==> config.mk <==
export PLATFORM = sky130hd
export DESIGN_NAME = register_file
export DESIGN_NICKNAME = d
export VERILOG_FILES = /design/src/rtl/register_file_pkg.sv /design/src/rtl/register_file_scoreboard.sv /design/src/rtl/register_file.sv
export SDC_FILE = /design/constraint.sdc
export NUM_CORES = 1
export LEC_CHECK = 0
export ABC_CLOCK_PERIOD_IN_PS = 15700
export BUFFER_PORTS_ARGS = -buffer_cell sky130_fd_sc_hd__buf_2
export CORE_MARGIN = 3
export CORE_UTILIZATION = 45
export CTS_CLUSTER_SIZE = 24
export DETAILED_ROUTE_END_ITERATION = 10
export GPL_TIMING_DRIVEN = 0
export PLACE_DENSITY = 0.71
export SYNTH_ARGS = -nofsm -noshare
export SYNTH_HDL_FRONTEND = slang
export SYNTH_SLANG_ARGS = --single-unit
==> constraint.sdc <==
create_clock -name clk -period 15.7 [get_ports clk]
set_input_delay 4.71 -clock clk [delete_from_list [all_inputs] [get_ports clk]]
set_output_delay 4.71 -clock clk [all_outputs]
set_load 0.01 [all_outputs]
==> src/rtl/register_file_pkg.sv <==
// Shared datapath constants for the CPU register file and its busy scoreboard.
package register_file_pkg;
  localparam int DATA_BUS_WIDTH     = 16;
  localparam int REGFILE_NUM_REGS   = 16;
  localparam int REGFILE_ADDR_WIDTH = $clog2(REGFILE_NUM_REGS);
endpackage

==> src/rtl/register_file_scoreboard.sv <==
// Per-register busy bits: set by issue, cleared by writeback, issue wins on a tie.
// Updates on the clock edge; no backpressure, every set/clear is accepted.
module reg_scoreboard #(
  parameter int NUM_REGS   = 16,
  parameter int ADDR_WIDTH = $clog2(NUM_REGS),
  parameter int ZERO_REG   = 1
) (
  input  logic                  clk,
  input  logic                  rst,
  input  logic                  i_clr_en,
  input  logic [ADDR_WIDTH-1:0] i_clr_addr,
  input  logic                  i_set_en,
  input  logic [ADDR_WIDTH-1:0] i_set_addr,
  output logic [NUM_REGS-1:0]   o_busy
);
  logic [NUM_REGS-1:0] r_busy;
  logic [NUM_REGS-1:0] w_busy_nxt;

  // Set applied after clear so a new writer supersedes the completing one.
  always_comb begin
    w_busy_nxt = r_busy;
    if (i_clr_en) w_busy_nxt[i_clr_addr] = 1'b0;
    if (i_set_en) w_busy_nxt[i_set_addr] = 1'b1;
    if (ZERO_REG != 0) w_busy_nxt[0] = 1'b0;
  end

  always_ff @(posedge clk or posedge rst) begin
    if (rst) r_busy <= '0;
    else     r_busy <= w_busy_nxt;
  end

  assign o_busy = r_busy;
endmodule

==> src/rtl/register_file.sv <==
// Register file with 2 async read ports, 1 sync write port, write bypass and busy tracking.
// Write visible to readers same cycle (bypass) or next cycle; no backpressure.
module register_file
  import register_file_pkg::*;
#(
  parameter int DATA_WIDTH = DATA_BUS_WIDTH,
  parameter int NUM_REGS   = REGFILE_NUM_REGS,
  parameter int ADDR_WIDTH = $clog2(NUM_REGS),
  parameter int ZERO_REG   = 1,
  parameter int BYPASS     = 1
) (
  input  logic                  clk,
  input  logic                  rst,
  input  logic [ADDR_WIDTH-1:0] ra_addr,
  output logic [DATA_WIDTH-1:0] ra_data,
  output logic                  ra_busy,
  input  logic [ADDR_WIDTH-1:0] rb_addr,
  output logic [DATA_WIDTH-1:0] rb_data,
  output logic                  rb_busy,
  input  logic                  wr_en,
  input  logic [ADDR_WIDTH-1:0] wr_addr,
  input  logic [DATA_WIDTH-1:0] wr_data,
  input  logic                  issue_en,
  input  logic [ADDR_WIDTH-1:0] issue_addr,
  output logic [NUM_REGS-1:0]   busy_vec
);
  logic [DATA_WIDTH-1:0] r_regs [NUM_REGS];
  logic                  w_wr_live;
  logic                  w_iss_live;
  logic                  w_ra_hit;
  logic                  w_rb_hit;
  logic [NUM_REGS-1:0]   w_busy;

  // Gated by rst so nothing, including the bypass path, leaks through during reset.
  assign w_wr_live  = wr_en && !rst && !((ZERO_REG != 0) && (wr_addr == '0));
  assign w_iss_live = issue_en && !rst && !((ZERO_REG != 0) && (issue_addr == '0));

  always_ff @(posedge clk or posedge rst) begin
    if (rst) begin
      for (int i = 0; i < NUM_REGS; i++) r_regs[i] <= '0;
    end else if (w_wr_live) begin
      r_regs[wr_addr] <= wr_data;
    end
  end

  reg_scoreboard #(
    .NUM_REGS  (NUM_REGS),
    .ADDR_WIDTH(ADDR_WIDTH),
    .ZERO_REG  (ZERO_REG)
  ) u_scoreboard (
    .clk       (clk),
    .rst       (rst),
    .i_clr_en  (w_wr_live),
    .i_clr_addr(wr_addr),
    .i_set_en  (w_iss_live),
    .i_set_addr(issue_addr),
    .o_busy    (w_busy)
  );

  assign w_ra_hit = (BYPASS != 0) && w_wr_live && (wr_addr == ra_addr);
  assign w_rb_hit = (BYPASS != 0) && w_wr_live && (wr_addr == rb_addr);

  always_comb begin
    ra_data = w_ra_hit ? wr_data : r_regs[ra_addr];
    rb_data = w_rb_hit ? wr_data : r_regs[rb_addr];
    if ((ZERO_REG != 0) && (ra_addr == '0)) ra_data = '0;
    if ((ZERO_REG != 0) && (rb_addr == '0)) rb_data = '0;
    ra_busy = w_ra_hit ? 1'b0 : w_busy[ra_addr];
    rb_busy = w_rb_hit ? 1'b0 : w_busy[rb_addr];
  end

  assign busy_vec = w_busy;
endmodule

Word-level counts from Yosys, hierarchy flattened
Index checks and enable logic that the tools add are counted.
{"block": "word_totals", "ff_bits": 271, "mem_bits_rw": 0, "latch_bits": 0, "input_bits": 36, "rom_bits": 0, "mem_count": 0, "output_inout_bits": 50, "elab_cells": 76}
{"block": "classes", "addsub": 0, "shift": 0, "bitwise_logic": 6, "reduce_logical": 16, "div_mod_pow": 0, "eq_ne": 2, "n_mux": 25, "mul": 0, "magnitude_cmp": 10}
{"cell": "256-bit bitwise mux", "count": 1}
{"cell": "16-bit two-way mux", "count": 11}
{"cell": "16-bit binary-select mux with 4-bit select", "count": 2}
{"cell": "16-bit demux with 4-bit select", "count": 1}
{"cell": "4-bit by 5-bit < comparator with 1-bit output, second input constant", "count": 4}
{"cell": "16-bit AND", "count": 1}
{"cell": "4-bit zero test", "count": 4}
{"cell": "16-bit NOT", "count": 1}
{"cell": "16-bit OR", "count": 1}
{"cell": "5-bit >= comparator, second input constant", "count": 3}
{"cell": "4-bit NOT with 5-bit output", "count": 3}
{"cell": "1-bit logical AND", "count": 9}
{"cell": "1-bit binary-select mux with 4-bit select", "count": 2}
{"cell": "1-bit demux with 4-bit select", "count": 2}
{"cell": "4-bit equality test", "count": 2}
{"cell": "4-bit by 1-bit >= comparator with 1-bit output, second input constant", "count": 2}
{"cell": "1-bit two-way mux", "count": 6}
{"cell": "5-bit by 1-bit < comparator with 1-bit output, second input constant", "count": 1}
{"cell": "1-bit zero test", "count": 3}

Logic depth before layout (Yosys ltp)
{"block": "depth", "depth_word": 9, "depth_mapped": 7, "ltp_nobuf": 4}

Modules after synthesis
A second synthesis with hierarchy kept.
{"block": "hier_totals", "cells_unflattened": 1139, "area_unflattened_um2": 15072.0}
{"module": "register_file", "area_per_inst_um2": 14415.1, "n_inst": 1, "cells_per_inst": 1074, "seq_area_each_um2": 6406.1}
{"module": "reg_scoreboard", "area_per_inst_um2": 656.9, "n_inst": 1, "cells_per_inst": 65, "seq_area_each_um2": 375.4}

Worst setup path before layout
No wires, ideal clock.
{"block": "synth_timing", "path_kind": "input to register", "start": "input rst", "end": "register r_regs[0] (netlist name)", "arrival_time_ns": 12.080, "required_time_ns": 15.575, "path_slack_ns": 3.495, "n_path_buf": 2, "path_stages": 6, "setup_ns": 0.125, "path_cell_list": "inv_1 -> and4_1 -> and3_1 -> buf_2 -> buf_2 -> mux2_2"}
{"block": "synth_between", "elab_chain_len": 3}
{"item": "start: declaration", "line": "register_file.sv:13", "text": "input logic rst,"}
{"item": "1-bit zero test (no line)"}
{"item": "1-bit logical AND (2 in series)", "line": "register_file.sv:35", "text": "assign w_wr_live = wr_en && !rst && !((ZERO_REG != 0) && (wr_addr == '0));"}
{"item": "end signal: indexed assignment", "line": "register_file.sv:42", "text": "r_regs[wr_addr] <= wr_data;"}
{"item": "end: declaration", "line": "register_file.sv:27", "text": "logic [DATA_WIDTH-1:0] r_regs [NUM_REGS];"}
Every way passes these cells.
A chain may end at the register's enable or synchronous reset.

Worst setup path in the final report
{"block": "layout_timing", "start": "input ra_addr[2]", "end": "output ra_data[6]"}
{"block": "layout_between", "elab_chain_len": 6, "elab_cells_between_ends": 9, "classes_between": "eq/ne: 1; mux: 5; bitwise: 1; reduce/logical: 2"}
{"item": "start: declaration", "line": "register_file.sv:14", "text": "input logic [ADDR_WIDTH-1:0] ra_addr,"}
{"item": "4-bit NOT with 5-bit output (not written as such)", "line": "register_file.sv:64", "text": "ra_data = w_ra_hit ? wr_data : r_regs[ra_addr];"}
{"item": "16-bit binary-select mux with 4-bit select", "line": "register_file.sv:64"}
{"item": "16-bit two-way mux (not written as such) (2 in series)", "line": "register_file.sv:64"}
{"item": "16-bit two-way mux", "line": "register_file.sv:64"}
{"item": "16-bit two-way mux (*)", "line": "register_file.sv:66", "text": "if ((ZERO_REG != 0) && (ra_addr == '0)) ra_data = '0;"}
{"item": "end: declaration", "line": "register_file.sv:15", "text": "output logic [DATA_WIDTH-1:0] ra_data,"}
Every way passes the cells marked *; elsewhere a longest branch is shown, timed or not. The select of a mux whose other input is x is not followed.

==> metrics <==
Initial Util=46.2%; largest family of logic cells by synthesized area=multiplexers; P per Cell Area=131 nW/um^2; Logic pwr share=21.4%; setup TNS=0 ps; hold path start=r_regs[250]; DRT iter0 DRCs=around 1200; Highest Clock Rate=83.5 MHz; Post-Syn Instances=978; vias per cell=about 6.5; post-synthesis adder-cell area fraction=0%; post-synthesis simple-gate area fraction=under 10%; placement row count=65; Worst R2R Path Depth=1; global-route usage over all layers=26.3%; crit-path cells=buf_2, buf_2, nor2_1, clkbuf_1, a22oi_1, nand2_1, a22o_1, buf_2; final WL=around 47000 um; filler cell count=2651; clk root buf=clkbuf_16; vias in the first global route=slightly above 10000; Die ar.=35000 sq um; Syn. warnings=0; GP Congestion=0.873; DIE HEIGHT=187 um; max_cap viols=0; Post-DP HPWL=~30000 um; IO Count=86; Synth Net Count=1014; P_int=0.00162 W; Synth Area in Compound Gates=4.45%; CP startpoint kind=input port; RSZ-0062 raised after global routing=false; PortBufs=76; relative slew slack=between 10 and 15%; initial antenna violation count=1; xor-xnor portion of the synthesized cell area=0.475%; fin crit period=11980 ps; multi-input logic area=7370 sq um; fin worst setup slack=about 3700 ps; storage element area=a little under 7000 sq um; status=finished clean; Synth cell types=36; flop and latch count out of synthesis=roughly 270; postcts setup bufs=0; DRC viols=0; Clk Latency, worst-skew pair=560 ps; Hold Path Sink=r_regs[250]; syn_area_per_cell=roughly 15 sq um; Crit-path slowest cell=clkbuf_1; Post-Place Setup Slack=3860 ps; mean routed wirelength per cell=30.4 um; Post-synth EDFFs=0; worst path arrival time=7270 ps; Clock power frac=36.5%; ys async rst share=100%; largest net degree at the start of global routing=128; Final Net Count=between 1000 and 1500; Tcrit/Tclk final=around 76%; multiplexer area fraction after synthesis=a little over two fifths; P&R area growth vs syn=14.4%; mapped cell area=14800 sq um; final hold vios=0; max-slew violations=0; Sink Count=roughly 270; sw power=0.000595 W; first-pass GRT wire length=67800 um; Die W=around 190 um; leakage power=7.57 nW; Hold Crit Class=register to register; global route overflow=0; Final Util=~53%; worst reg2reg endpoint=r_regs[175]; reg-to-reg slack, setup=14880 ps; sequential area share after synthesis=46.0%; Non-Filler Instances=roughly 1500; Antenna Cells=0; Setup-failing EPs final=0; # placed instances=around 1500; CP Class=input port to output port; sw frac=a little over a quarter; CTS tree=yes; # hold bufs at CTS=0; first-pass iteration count of the detailed router=5; CP Max Fanout=10; CP endpoint kind=output port; Clock Skew=0 ps; sequential power share=between 40% and 50%; clock-pin slew on the worst setup and hold paths=60 ps; Max clock buf depth=3; H-tree depth=1; routed vias=~10000; Primary FF master, synth=dfrtp_1; Critical path origin=ra_addr[2]; Worst VDD drop=slightly below 0.09 mV; most used cell along the critical path=buf_2; post-route ant nets=0; share of cells above drive strength 1=between 50% and 60%; Core Area=32000 sq um; hold path cells=1; Required @ worst endpoint=10990 ps; Worst-Margin Slew=1340 ps; CTS Buf Count=29; reg-to-reg critical path startpoint=r_regs[175]; cts repair resizes=0; crit-path max cell delay=between 700 and 800 ps
## registers in the layout, indices dropped and copies added, names as in the netlist
register / flops
r_regs: 256
u_scoreboard.o_busy: 15
## routing by layer
layer  share of wire, %  vias up  track usage [%]  wire length [um]
met4                4.0        2             9.86              1900
li1                   -     4008                -                 -
met5              0.032        -                0                15
met2                 47      551             41.9             22200
met1                 39     5421             35.2             18400
met3                9.4      123             6.28              4410
## area by class of cell
class / instances / share of cell area (%)
Multi-Input combinational cell: 588 / 43.7
Clock inverter: 18 / 2.11
Tap cell: 435 / 3.22
Timing Repair Buffer: 78 / 2.58
Inverter: 10 / 0.267
Buffer: 109 / 3.34
Clock buffer: 35 / 4.61
Sequential cell: 271 / 40.2
## critical path, delay by kind of cell
family          cells  cell delay (ps)
simple gates        2              930
buf+inv             4             1230
compound gates      2              390
## through the flow
step | hold WS (ps) | power, W | cell area (sq um)
floorplan | 441 | 0.00126 | 14800
global placement | 456 | 0.00139 | 15700
detailed placement | 466 | 0.00141 | 15700
CTS | 482 | 0.00222 | 16900
global route | 496 | 0.00229 | 16900
finish | 478 | 0.00222 | 16900
## Yosys cell counts (all sizes together), types with 5 or more instances
cell type,n,share of area [%]
mux2,240,18
nand2,29,0.74
clkbuf,39,0.99
mux4,136,21
and2,5,0.21
dfrtp,271,46
a22oi,32,1.6
xor2,8,0.47
nor2,6,0.15
buf,70,2.8
mux2i,49,3.3
a22o,37,2.2
nor2b,7,0.40
inv,10,0.25
## cell families after synthesis
| kind of cell | Yosys count |
|---|---|
| AO/OA/AOI/OAI | 82 |
| XOR/XNOR | 8 |
| buffers and inverters | 119 |
| flip-flops | 271 |
| multiplexers | 425 |
| other | 1 |
| AND/OR/NAND/NOR | 72 |
## worst max path at each step
stage / to / slack (ps) / cells past startpoint
after floorplan: r_regs[0] / 3500 / 6
after global placement: r_regs[183] / 390 / 2
after detailed placement: ra_data[6] / 3860 / 8
after CTS: ra_data[6] / 3850 / 8
after global routing: ra_data[6] / 3750 / 8
final: ra_data[6] / 3720 / 8
## power groups by stage
stage / Combinational [W] / Clock (W) / Sequential [W]
2_1_floorplan: 0.000354 / 0 / 0.000906
3_3_place_gp: 0.000461 / 0 / 0.000930
3_5_place_dp: 0.000473 / 0 / 0.000940
4_1_cts: 0.000475 / 0.000816 / 0.000928
5_1_grt: 0.000503 / 0.000845 / 0.000946
6_report: 0.000475 / 0.000811 / 0.000934
## cell usage in the layout, fill, tap and decap left out, types with 2 or more instances in the layout
cell type / count
and3_1: 4
nand2b_1: 3
clkbuf_8: 3
o21ai_0: 2
clkbuf_1: 42
buf_6: 6
mux2i_1: 49
mux4_2: 136
nand3b_1: 2
clkbuf_16: 29
inv_1: 9
nand3_1: 3
xor2_1: 8
buf_1: 4
nor3_1: 4
a22o_1: 37
buf_2: 130
clkinvlp_4: 3
nor2b_1: 5
buf_16: 2
dfrtp_1: 271
o22ai_1: 3
a22oi_1: 32
bufinv_16: 10
nand2_1: 29
nor2_1: 6
a32o_1: 4
nor4_1: 4
mux2_2: 240
nor2b_4: 2
a21oi_1: 3
nor3b_2: 2
buf_4: 4
and2_1: 5
clkinv_2: 3
(Power assumes the default switching activity.)
